==> src/rtl/chest_interp_pkg.sv <==
// Shared types and helpers for the sequential channel-estimate interpolator.
// Holds the FSM state encoding, the accumulator width rule and the output
// shift (round-half-up when CHEST_INTERP_ROUND_EN is defined, floor otherwise).
package chest_interp_pkg;

  typedef enum logic [1:0] {
    IDLE = 2'd0,
    PREP = 2'd1,
    RUN  = 2'd2
  } state_t;

  // Accumulator must hold e_a<<LOG2_STEPS plus one step of full-scale D.
  function automatic int acc_w(input int width, input int log2_steps);
    return width + log2_steps + 2;
  endfunction

  // Scales the accumulator back down to sample units. Both endpoints are
  // multiples of 2^log2_steps, so they come out exact in either mode.
  function automatic logic signed [63:0] interp_shift(input logic signed [63:0] acc,
                                                      input int                 log2_steps);
`ifdef CHEST_INTERP_ROUND_EN
    logic signed [63:0] half;
    half = 64'sd1 <<< (log2_steps - 1);
    return (acc + half) >>> log2_steps;
`else
    return acc >>> log2_steps;
`endif
  endfunction

endpackage

==> src/rtl/chest_interp_lane.sv <==
// One interpolation lane: endpoint registers, step D, accumulator, output shift.
// Ports: CLK/RST; load captures e_a/e_b, prep derives D and seeds acc,
// step adds D to acc; sample is the current interpolated value.
// Output rounding follows CHEST_INTERP_ROUND_EN (see chest_interp_pkg).
module chest_interp_lane
  import chest_interp_pkg::*;
#(
  parameter int WIDTH      = 17,
  parameter int LOG2_STEPS = 2
) (
  input  logic             CLK,
  input  logic             RST,
  input  logic             load,
  input  logic             prep,
  input  logic             step,
  input  logic [WIDTH-1:0] e_a,
  input  logic [WIDTH-1:0] e_b,
  output logic [WIDTH-1:0] sample
);

  localparam int AW = acc_w(WIDTH, LOG2_STEPS);

  logic signed [WIDTH-1:0] ea_q;
  logic signed [WIDTH-1:0] eb_q;
  logic signed [WIDTH:0]   d_q;
  logic signed [AW-1:0]    acc;

  always_ff @(posedge CLK or posedge RST) begin
    if (RST) begin
      ea_q <= '0;
      eb_q <= '0;
      d_q  <= '0;
      acc  <= '0;
    end else begin
      if (load) begin
        ea_q <= e_a;
        eb_q <= e_b;
      end
      if (prep) begin
        // One extra bit so a full-scale swing cannot wrap.
        d_q <= (WIDTH+1)'(eb_q) - (WIDTH+1)'(ea_q);
        acc <= AW'(ea_q) <<< LOG2_STEPS;
      end else if (step) begin
        acc <= acc + AW'(d_q);
      end
    end
  end

  // Every sample lies between e_a and e_b, so narrowing back to WIDTH is safe.
  assign sample = WIDTH'(interp_shift(64'(acc), LOG2_STEPS));

endmodule

==> src/rtl/chest_interp_seq.sv <==
// Sequential linear interpolator: emits 2^LOG2_STEPS+1 samples from E_a to E_b per lane.
// Ports: CLK, RST (async, active-high), in_valid/in_ready/e_a/e_b request side,
// out_valid/out_ready/out_data/out_last sample side, busy while PREP or RUN.
// Latency: request accepted on one edge, first sample valid after the following edge.
// Backpressure: out_ready low holds out_data/out_last; in_ready low while busy.
// Optional macro CHEST_INTERP_ROUND_EN selects round-half-up instead of floor.
module chest_interp_seq
  import chest_interp_pkg::*;
#(
  parameter int WIDTH      = 17,
  parameter int LANES      = 2,
  parameter int LOG2_STEPS = 2
) (
  input  logic                   CLK,
  input  logic                   RST,
  input  logic                   in_valid,
  output logic                   in_ready,
  input  logic [LANES*WIDTH-1:0] e_a,
  input  logic [LANES*WIDTH-1:0] e_b,
  output logic                   out_valid,
  input  logic                   out_ready,
  output logic [LANES*WIDTH-1:0] out_data,
  output logic                   out_last,
  output logic                   busy
);

  localparam logic [LOG2_STEPS:0] K_LAST = (LOG2_STEPS+1)'(1 << LOG2_STEPS);
  localparam logic [LOG2_STEPS:0] K_ONE  = (LOG2_STEPS+1)'(1);

  state_t              state;
  state_t              state_nxt;
  logic [LOG2_STEPS:0] k;
  logic                load;
  logic                prep;
  logic                step;

  always_ff @(posedge CLK or posedge RST) begin
    if (RST) state <= IDLE;
    else     state <= state_nxt;
  end

  always_comb begin
    state_nxt = state;
    in_ready  = 1'b0;
    out_valid = 1'b0;
    out_last  = 1'b0;
    busy      = 1'b0;
    load      = 1'b0;
    prep      = 1'b0;
    step      = 1'b0;
    unique case (state)
      IDLE: begin
        in_ready = 1'b1;
        if (in_valid) begin
          load      = 1'b1;
          state_nxt = PREP;
        end
      end
      PREP: begin
        busy      = 1'b1;
        prep      = 1'b1;
        state_nxt = RUN;
      end
      RUN: begin
        busy      = 1'b1;
        out_valid = 1'b1;
        out_last  = (k == K_LAST);
        if (out_ready) begin
          // The final accept leaves acc on e_b instead of stepping past it.
          if (out_last) state_nxt = IDLE;
          else          step      = 1'b1;
        end
      end
      default: state_nxt = IDLE;
    endcase
  end

  always_ff @(posedge CLK or posedge RST) begin
    if (RST)       k <= '0;
    else if (prep) k <= '0;
    else if (step) k <= k + K_ONE;
  end

  for (genvar i = 0; i < LANES; i++) begin : g_lane
    chest_interp_lane #(
      .WIDTH      (WIDTH),
      .LOG2_STEPS (LOG2_STEPS)
    ) u_lane (
      .CLK    (CLK),
      .RST    (RST),
      .load   (load),
      .prep   (prep),
      .step   (step),
      .e_a    (e_a[i*WIDTH +: WIDTH]),
      .e_b    (e_b[i*WIDTH +: WIDTH]),
      .sample (out_data[i*WIDTH +: WIDTH])
    );
  end

endmodule

==> config.mk <==
export PLATFORM = sky130hd
export DESIGN_NAME = chest_interp_seq
export DESIGN_NICKNAME = d
export VERILOG_FILES = /design/src/rtl/chest_interp_pkg.sv /design/src/rtl/chest_interp_lane.sv /design/src/rtl/chest_interp_seq.sv
export SDC_FILE = /design/constraint.sdc
export NUM_CORES = 1
export LEC_CHECK = 0
export BUFFER_PORTS_ARGS = -buffer_cell sky130_fd_sc_hd__buf_4
export CAP_MARGIN = 20
export CORE_UTILIZATION = 55
export DETAILED_ROUTE_END_ITERATION = 6
export GPL_ROUTABILITY_DRIVEN = 0
export PLACE_DENSITY = 0.76
export SETUP_SLACK_MARGIN = 0.2
export SYNTH_ARGS = -nofsm -noshare
export SYNTH_HDL_FRONTEND = slang
export SYNTH_SLANG_ARGS = --single-unit
==> constraint.sdc <==
create_clock -name CLK -period 5.7 [get_ports CLK]
set_input_delay 0.855 -clock CLK [delete_from_list [all_inputs] [get_ports CLK]]
set_output_delay 0.855 -clock CLK [all_outputs]
set_load 0.05 [all_outputs]
# Word-level counts from Yosys, hierarchy flattened
# Index checks and enable logic that the tools add are counted.
# W data, S select, Z words.
word_totals:
  regBits: 151
  inputBits: 72
  word_cells: 45
op_classes:
  add_sub_neg: 5
  n_eq_ne: 6
  muxes: 20
  reduce_logical: 4
ops:
  columns: ["op", "count"]
  rows:
  - ["$mux W21", 4]
  - ["$add A21 B18 Y21", 2]
  - ["$sub A17 B17 Y18", 2]
  - ["$mux W1", 10]
  - ["$mux W2", 3]
  - ["$mux W3", 2]
  - ["$ne A2 B2 Y1 const B", 3]
  - ["$pmux W2 S3", 1]
  - ["$add A3 B1 Y3 const B", 1]
  - ["$eq A3 B3 Y1 const B", 1]
  - ["$reduce_and A3 Y1", 1]
  - ["$eq A2 B1 Y1 const B", 1]
  - ["$eq A2 B2 Y1 const B", 1]
  - ["$logic_not A2 Y1", 1]
  - ["$reduce_bool A2 Y1", 1]
  - ["$reduce_or A2 Y1", 1]

# Depth between registers and ports, before layout
# Gate-level depths: netlist (run 1).
logic_depth:
  word_depth: 6
  mapped_depth: 13
  depth_no_buf: 13

# Modules after synthesis
# From an unflattened synthesis (run 1), not the netlist that was laid out.
unflattened:
  hier_cells: 963
  area_unflattened_um2: 9321.4
modules_own_cells:
  columns: ["mod", "instances", "cells_per_inst", "area_each_um2", "seq_area_each_um2"]
  rows:
  - ["chest_interp_lane (g_lane[0].u_lane)", 1, 468, 4510.6, 1776.7]
  - ["chest_interp_lane (g_lane[1].u_lane)", 1, 458, 4468.0, 1776.7]
  - ["chest_interp_seq", 1, 37, 342.8, 125.1]

# Worst setup path after synthesis (run 1)
# No wires, ideal clock.
synth_path:
  kind: "register to register"
  from: "register g_lane[0].u_lane.eb_q[0]"
  to: "register g_lane[0].u_lane.d_q[14]"
  setup_ns: 0.092
  arrival_ns: 2.590
  required_time_ns: 5.608
  setup_slack_ns: 3.018
  stages_incl_launch_ff: 14
  n_path_buf: 0
  cell_sequence: "dfrtp_1 -> inv_1 -> ha_1 -> inv_1 -> fa_1 -> a21o_1 -> a21oi_2 -> o21bai_1 -> a31o_1 -> a221o_1 -> a22oi_2 -> a21boi_1 -> o21a_1 -> o31ai_2"
synth_via:
  elab_chain_len: 1
synth_lines:
  columns: ["element", "line", "text"]
  rows:
  - ["start, declared", "chest_interp_lane.sv:24", "logic signed [WIDTH-1:0] eb_q;"]
  - ["start signal, assigned", "chest_interp_lane.sv:31", "eb_q <= '0;"]
  - ["start signal, assigned", "chest_interp_lane.sv:37", "eb_q <= e_b;"]
  - ["$sub A17 B17 Y18", "chest_interp_lane.sv:41", "d_q <= (WIDTH+1)'(eb_q) - (WIDTH+1)'(ea_q);"]
  - ["end signal, assigned", "chest_interp_lane.sv:41", null]
  - ["end, declared", "chest_interp_lane.sv:25", "logic signed [WIDTH:0] d_q;"]
# No other way between the ends.
# A chain may end at the register's enable or synchronous reset.

# Worst setup path after layout (run 1)
layout_path:
  from: "register g_lane[1].u_lane.eb_q[0]"
  to: "register g_lane[1].u_lane.d_q[16]"
layout_via:
  elab_chain_len: 1
layout_lines:
  columns: ["element", "line"]
  rows:
  - ["start, declared", "chest_interp_lane.sv:24"]
  - ["start signal, assigned", "chest_interp_lane.sv:31"]
  - ["start signal, assigned", "chest_interp_lane.sv:37"]
  - ["$sub A17 B17 Y18", "chest_interp_lane.sv:41"]
  - ["end signal, assigned", "chest_interp_lane.sv:41"]
  - ["end, declared", "chest_interp_lane.sv:25"]
# No other way between the ends.

==> results.tsv, run 1 <==
metric	value	unit
DP Area	0.0100	mm2
FFs w/ async S/R, synth	100	%
Net Count, Synth	1075	
IO Port Bufs	109	
largest net degree at the start of global routing	93	
Core ar.	0.0165	mm2
top_reg_cell synth	dfrtp_1	
crit path time final	2950	ps
WL final	19100	um
crit end category	register	
Final setup viols	0	
clock tree buffer depth	2	
max_cap viols	0	
Die Y	132	um
RSZ-0062 raised after global routing	false	
post-CTS setup buffer count	0	
clock sinks	147	
Hold Buf Count CTS	0	
vias in the first global route	6746	
final cell area excluding filler cells	0.0106	mm2
Crit Path Max Fanout	3	
DRT iter0 DRCs	288	
Root Driver	clkbuf_16	
count of cell types in the netlist	60	
Syn. warnings	0	
sequential fraction of the synthesis area	39.7	%
Core Rows	47	
critical path launch point type	register	
Residual DRC	0	
crit path cell chain	inv_1 -> ha_1 -> inv_1 -> fa_1 -> a21o_1 -> a21oi_2 -> o21ai_2 -> a21oi_2 -> o21ai_2 -> o22a_1 -> a311oi_2 -> xnor2_1 -> mux2_2	
status	complete, no violations	
leading area contributor after synthesis	dfrtp_1	
share of cells above drive strength 1	24.5	%
Post-synth EDFFs	0	
Post-DP HPWL	13600	um
CP required	6010	ps
initial antenna violation count	0	
worst slew pin tran	911	ps
clock skew	4.67	ps
Die ar.	0.0174	mm2
Avg Vias per Cell	5.58	
Synth Register Bits	147	
Max-slew headroom	39.2	%
GR Util All Layers	23.5	%
CTS tree	yes	
first-pass GRT wire length	33000	um
CTS Buf Count	17	
Tcrit/Tclk final	51.7	%
Ports	110	
min-delay worst type	reg2reg	
Clk Latency, worst-skew pair	420	ps
Worst Path Arrival	3250	ps
top-area cell type share of the netlist area	39.7	%
ranking of synthesized cells by area	dfrtp_1 40%, mux2_2 10%, ha_1 10%	
DR pass1 iterations	5	
vias post-DR	6826	
per-cell routed wire length	15.6	um
H-Tree Depth	4	
placed cells	1193	
Syn-to-layout area delta	14.3	%
Crit path largest cell delay	420	ps
CP Class	reg2reg	
FMAX	339	MHz
Final Hold Fails	0	
GRT overflow	0	
Routed Antenna Nets	0	
Pins Over Slew Limit	0	
Mean Syn Cell Area	10.0	um2
Post-Syn Instances	924	
post-route setup TNS	0	ps
initial core utilization	56.0	%
post-cts resize count	0	
Clk pin slew, worst setup/hold paths	60	ps
slowest CP cell	fa_1	
non-filler cells, final	1223	
FILL cells	1354	
# nets final	1143	
diode count	0	
mapped cell area	0.00926	mm2
die width	132	um
-- Yosys cell counts (13+ instances only) --
cell / number
dfrtp_1: 147
mux2_2: 86
a21oi_1: 81
ha_1: 75
inv_1: 60
nand2_1: 57
nor2_1: 54
xnor2_1: 39
buf_4: 34
o21ai_1: 31
clkbuf_1: 22
a21o_1: 21
a211oi_1: 18
nor3_1: 16
o21ai_0: 16
o21bai_1: 13
-- cell families (layout without fill, tap and decap cells) --
| kind of cell | after synthesis | in the layout | share of synthesized area (%) |
|---|---|---|---|
| buffers and inverters | 125 | 204 | 6.45 |
| AND/OR/NAND/NOR | 186 | 186 | 9.42 |
| AO/OA/AOI/OAI | 239 | 239 | 16.9 |
| multiplexers | 97 | 97 | 11.7 |
| XOR/XNOR | 51 | 51 | 4.82 |
| flip-flops | 147 | 147 | 39.7 |
| adder cells (fa/ha/maj) | 79 | 79 | 11.0 |
-- state kept, by name (all words and copies together) (netlist names) --
signal / cells
g_lane.u_lane.acc: 38
g_lane.u_lane.d_q: 36
g_lane.u_lane.ea_q: 34
g_lane.u_lane.eb_q: 34
k: 3
state: 2
-- worst max-delay path, delay by kind of cell, from the launching register on --
| family | cells | cell delay (ps) |
|---|---|---|
| adder cells (fa/ha/maj) | 2 | 580 |
| XOR/XNOR | 1 | 80 |
| flip-flops | 1 | 380 |
| multiplexers | 1 | 260 |
| AO/OA/AOI/OAI | 7 | 1410 |
| buffers and inverters | 2 | 120 |
-- final timing paths --
kind | from | end | slack [ps] | cells after the start
worst max-delay path | g_lane[1].u_lane.eb_q[0] | g_lane[1].u_lane.d_q[16] | 2750 | 13
worst min-delay path | g_lane[1].u_lane.d_q[3] | g_lane[1].u_lane.d_q[3] | 490 | 2
worst max register to register | g_lane[1].u_lane.eb_q[0] | g_lane[1].u_lane.d_q[16] | 2750 | 13
worst min register to register | g_lane[1].u_lane.d_q[3] | g_lane[1].u_lane.d_q[3] | 490 | 2
max in group asynchronous | RST | g_lane[0].u_lane.acc[18] | 3860 | 3
min in group asynchronous | RST | g_lane[1].u_lane.ea_q[4] | 600 | 2
-- cell usage in the layout, fill, tap and decap left out, types with 12 or more instances in the layout --
cell / netlist / final
a21oi_1: 81 / 81
inv_1: 60 / 59
dfrtp_1: 147 / 147
buf_4: 34 / 114
clkbuf_16: 0 / 17
xor2_1: 12 / 12
o21bai_1: 13 / 13
o21ai_0: 16 / 16
nand2_1: 57 / 56
mux2_2: 86 / 86
nor2_1: 54 / 54
o21ai_1: 31 / 31
a211oi_1: 18 / 18
a21o_1: 21 / 21
xnor2_1: 39 / 39
nor3_1: 16 / 16
ha_1: 75 / 74
-- metal layers --
layer	track usage (%)	vias up	wire [um]
li1	-	3387	-
met1	33.4	3299	9270
met2	36.7	119	8970
met3	3.88	21	608
met4	7.75	0	267
met5	0	-	0
-- metrics by stage --
stage          hold WS (ps)  worst slack, ps  utilization (%)
2_1_floorplan           456              894                -
3_3_place_gp            473             2870             60.8
3_5_place_dp            479             2770             60.8
4_1_cts                 494             2760             64.0
5_1_grt                 512             2560             64.0
6_report                491             2750             64.0
-- area by class of cell --
type / count / area, um2 / area share [%]
Sequential cell: 147 / 3680 / 34.8
Inverter: 60 / 230 / 2.18
Multi-Input combinational cell: 652 / 5000 / 47.3
Clock buffer: 24 / 482 / 4.55
Clock inverter: 6 / 55.1 / 0.520
Tap cell: 220 / 275 / 2.60
Timing Repair Buffer: 114 / 856 / 8.09
Power of run 1 is left out: the tool's default activity adds up to more than one toggle a clock period on the data nets, which glitch-free logic cannot reach.
==> inputs of run 2 (changes only) <==
Settings changed: CORE_UTILIZATION 55 to 54, PLACE_DENSITY 0.76 to 0.78.
Clock period 5.7 ns to 2.45 ns, I/O delays scaled along.
==> run 2 against run 1 <==
The flow now finishes with violations (hold timing, setup timing); fmax increased by 8.0%; cell area increased by 12%; largest cell class unchanged; setup slack worse by 3000 ps; first-iteration DRC count is 80% higher; wire length is 13% higher; sequential share of layout area shrank 3.6 points; count of clock-buffer cells in the layout rose by 1; global-route usage is 1.2 points higher; non-clock buffer count grew 81; highest routed layer unchanged.
==> results.tsv, run 2 (synthesized netlist as in run 1, its figures left out) <==
metric	value	unit
max_cap viols	0	
Die ar.	0.0177	mm2
Routed Antenna Nets	0	
clock skew	6.88	ps
most frequent cells in the layout	181 x buf_4, 147 x dfrtp_1, 83 x mux2_2	
Final WS setup	-279	ps
Max-slew headroom	53.4	%
Die Y	133	um
max FFs per register	38	
commonest non-fill, non-tap cell in the layout	buf_4	
largest net degree at the start of global routing	120	
Ports	110	
FMAX	366	MHz
crit path time final	2730	ps
largest registers	g_lane.u_lane.acc (38), g_lane.u_lane.d_q (36)	
Crit Path Max Fanout	3	
WL final	21600	um
initial antenna violation count	0	
min-delay worst type	in2async	
failing checks	hold timing, setup timing	
diode count	0	
Root Driver	clkbuf_16	
GR Util All Layers	24.7	%
CP Class	reg2reg	
Syn-to-layout area delta	27.5	%
FILL cells	1185	
# nets final	1224	
status	complete, but fails checks	
clock tree buffer depth	2	
per-cell routed wire length	16.5	um
Clk pin slew, worst setup/hold paths	60	ps
most flop-heavy register	g_lane.u_lane.acc	
Hold Slack	-10.3	ps
DR pass1 iterations	5	
Residual DRC	0	
critical path launch point type	register	
most frequent cell on the critical path	inv_2	
worst slew pin tran	699	ps
Avg Vias per Cell	5.61	
share of cells above drive strength 1	38.6	%
met2 usage in global routing	41.3	%
crit end category	register	
clock sinks	147	
Post-DP HPWL	14300	um
CTS Buf Count	17	
Final Hold Fails	7	
worst slack, placed	-311	ps
reg2reg setup slack	-280	ps
vias post-DR	7333	
H-Tree Depth	4	
fin util	70.9	%
GRT overflow	0	
met3 Use GR	3.75	%
Crit path largest cell delay	380	ps
RSZ-0062 raised after global routing	true	
DP Area	0.0104	mm2
Worst Path Arrival	3060	ps
initial core utilization	55.6	%
IO Port Bufs	109	
Final setup viols	7	
vias in the first global route	7361	
CTS tree	yes	
slowest CP cell	dfrtp_1	
CP required	2780	ps
die width	133	um
crit path cell chain	inv_2 -> ha_4 -> inv_2 -> fa_2 -> a21o_1 -> a21oi_2 -> o21bai_1 -> a31o_1 -> a221o_1 -> a22oi_2 -> a21boi_2 -> o21a_1 -> o31ai_2	
Tcrit/Tclk final	111	%
worst r2r src	g_lane[0].u_lane.eb_q[0]	
RR Endpoint	g_lane[0].u_lane.d_q[14]	
Core ar.	0.0166	mm2
met1 Usage GRT	32.6	%
DRT iter0 DRCs	519	
final cell area excluding filler cells	0.0118	mm2
Pins Over Slew Limit	0	
GR peak layer	met2	
Core Rows	47	
reg2reg path depth	13	
first-pass GRT wire length	35000	um
Clk Latency, worst-skew pair	430	ps
[run 2: layer usage]
layer,vias to the layer above,part of all wire [%]
li1,3563,-
met1,3563,45
met2,178,49
met3,29,3.7
met4,0,1.7
met5,-,0
[run 2: layout make-up]
class | count | area (um2) | share of cell area, %
multi-input combinational | 652 | 5530 | 46.9
timing repair buffer | 195 | 1540 | 13.1
clock inverter | 7 | 50.0 | 0.424
clock buffer | 25 | 495 | 4.20
sequential | 147 | 3680 | 31.2
inverter | 60 | 229 | 1.94
tap | 220 | 275 | 2.33
[run 2: repair_timing]
item                                    CTS  global route
buffers inserted                         21            20
endpoints found under the setup margin   36            47
resized for setup                        55            54
gates cloned                              0             0
hold buffers                              0             0
pin swaps                                52            44
[run 2: worst max-delay path by stage]
stage,startpoint,endpoint,cells past startpoint
after floorplan,g_lane[0].u_lane.eb_q[0],g_lane[0].u_lane.d_q[14],13
after global placement,g_lane[0].u_lane.eb_q[0],g_lane[0].u_lane.d_q[14],13
after detailed placement,g_lane[0].u_lane.eb_q[0],g_lane[0].u_lane.d_q[14],13
after CTS,g_lane[0].u_lane.eb_q[0],g_lane[0].u_lane.d_q[14],13
after global routing,g_lane[0].u_lane.eb_q[0],g_lane[0].u_lane.d_q[14],13
final,g_lane[0].u_lane.eb_q[0],g_lane[0].u_lane.d_q[14],13
[run 2: critical path: cells and delay by family, from the launching register on]
family,cells,cell delay [ps]
flops,1,380
fa+ha+maj,2,470
buf+inv,2,120
compound gates,9,1650
[run 2: through the flow]
| step | setup TNS (ps) | hold slack [ps] | instances |
|---|---|---|---|
| after floorplan | -215 | 456 | 924 |
| after global placement | -588 | 444 | 1233 |
| after detailed placement | -1020 | 454 | 1233 |
| after CTS | -686 | 1.44 | 1286 |
| after global routing | -2510 | 30.2 | 1306 |
| final | -1020 | -10.3 | 1306 |
Power of run 2 is left out for the same reason.
==> inputs of run 3 (changes only) <==
--- a/config.mk
+++ b/config.mk
@@ -8,4 +8,5 @@
 export BUFFER_PORTS_ARGS = -buffer_cell sky130_fd_sc_hd__buf_4
 export CAP_MARGIN = 20
+export CORE_ASPECT_RATIO = 1.25
 export CORE_UTILIZATION = 54
 export DETAILED_ROUTE_END_ITERATION = 6
==> constraint.sdc (replaced) <==
create_clock -name CLK -period 2.45 [get_ports CLK]
set_input_delay 0.3675 -clock CLK [delete_from_list [all_inputs] [get_ports CLK]]
set_output_delay 0.3675 -clock CLK [all_outputs]
set_load 0.02 [all_outputs]
==> run 3 against run 2 <==
Die area barely moved; cell count fell by 0.84%; critical path depth did not move; register-to-register slack got worse by 130 ps; setup slack got worse by 130 ps; via count rose by 2.2%; clock skew rose by 1.8 ps; highest routed layer unchanged; wire length rose by 4.4%; non-clock buffer count fell by 9; sequential cell count did not move; the run ends with setup timing left; global-route usage rose by 0.16 points; first-iteration DRC count fell by 27%.
==> results.tsv, run 3 (synthesized netlist as in run 1, its figures left out) <==
metric	value	unit
CP required	2780	ps
Residual DRC	0	
Avg Vias per Cell	5.79	
first-pass GRT wire length	35200	um
# nets final	1215	
Routed Antenna Nets	0	
Max-slew headroom	54.0	%
CTS tree	yes	
min-delay worst type	in2async	
Clk Latency, worst-skew pair	430	ps
CP Class	reg2reg	
Post-DP HPWL	13800	um
crit path time final	2860	ps
largest registers	g_lane.u_lane.acc (38), g_lane.u_lane.d_q (36)	
Pins Over Slew Limit	0	
Final Hold Fails	0	
status	complete, but fails checks	
clock sinks	147	
worst slew pin tran	689	ps
Final setup viols	10	
Core Rows	53	
worst slack, placed	-293	ps
critical path launch point type	register	
share of cells above drive strength 1	38.3	%
max FFs per register	38	
max_cap viols	0	
Hold Buf Count CTS	0	
FMAX	349	MHz
per-cell routed wire length	17.4	um
DRT iter0 DRCs	379	
Crit Path Max Fanout	2	
most flop-heavy register	g_lane.u_lane.acc	
Die Y	148	um
commonest non-fill, non-tap cell in the layout	buf_4	
diode count	0	
die width	119	um
largest net degree at the start of global routing	69	
Syn-to-layout area delta	29.0	%
Ports	110	
Clk pin slew, worst setup/hold paths	60	ps
Root Driver	clkbuf_16	
clock tree buffer depth	2	
vias in the first global route	7371	
IO Port Bufs	109	
crit end category	register	
fin util	71.2	%
WL final	22500	um
Hold Slack	48.0	ps
Die ar.	0.0177	mm2
initial core utilization	55.2	%
H-Tree Depth	4	
CTS Buf Count	17	
FILL cells	1163	
Tcrit/Tclk final	117	%
Final WS setup	-413	ps
GR Util All Layers	24.9	%
RSZ-0062 raised after global routing	true	
vias post-DR	7492	
GRT overflow	0	
clock skew	8.68	ps
DR pass1 iterations	5	
Worst Path Arrival	3190	ps
Core ar.	0.0168	mm2
initial antenna violation count	0	
most frequent cells in the layout	162 x buf_4, 146 x dfrtp_1, 79 x mux2_2	
failing checks	setup timing	
[run 3: cell count changes in the layout (fill, tap and decap cells not counted), moves of 4 or more]
cell / delta
a21oi_1: +6
a21oi_2: -9
buf_12: +5
buf_4: -19
buf_6: +5
mux2_2: -4
mux2_4: +4
xnor2_1: +5
xnor2_2: -5
[run 3: metal layers]
metal,part of all wire (%),track usage (%),vias up
met1,41,30.5,3686
met5,0,0,-
li1,-,-,3539
met4,3.1,11.6,0
met2,52,43.2,204
met3,3.5,3.57,63
[run 3: through the flow]
step | std cells | instance area [um2] | TNS (ps)
global route | 1295 | 11900 | -3880
floorplan | 924 | 9330 | -215
detailed placement | 1224 | 10400 | -1310
CTS | 1277 | 11400 | -1310
global placement | 1224 | 10400 | -939
finish | 1295 | 11900 | -2130
[run 3: worst max-delay path: stages, from the launching register on]
cell	delay, ps
dfrtp_1	380
inv_1	60
ha_2	180
inv_2	40
fa_2	340
a21o_1	180
a21oi_2	150
o21bai_1	120
a31o_1	210
a221o_1	330
a22oi_2	240
a21boi_2	110
o21a_1	210
o31ai_2	200
[run 3: final timing paths]
path,from,slack [ps],to,depth (start not counted)
worst min register to register,g_lane[0].u_lane.ea_q[11],500,g_lane[0].u_lane.ea_q[11],1
worst min-delay path,RST,50,g_lane[0].u_lane.ea_q[4],2
worst max-delay path,g_lane[0].u_lane.eb_q[0],-410,g_lane[0].u_lane.d_q[14],13
min in group CLK,e_a[20],160,g_lane[1].u_lane.ea_q[3],2
max in group asynchronous,RST,1800,g_lane[1].u_lane.d_q[16],3
worst max register to register,g_lane[0].u_lane.eb_q[0],-410,g_lane[0].u_lane.d_q[14],13
[run 3: what timing repair did]
action / CTS / global route
gates resized for setup: 53 / 74
pin swaps: 41 / 72
setup buffers: 23 / 18
setup endpoints to repair: 38 / 44
[run 3: area by class of cell]
type | count | area, um2 | area share (%)
timing repair buffer | 186 | 1560 | 13.0
clock inverter | 5 | 75.1 | 0.629
inverter | 60 | 229 | 1.92
multi-input combinational | 652 | 5630 | 47.1
tap | 220 | 275 | 2.31
sequential | 147 | 3680 | 30.8
clock buffer | 25 | 495 | 4.15
Power of run 3 is left out for the same reason.
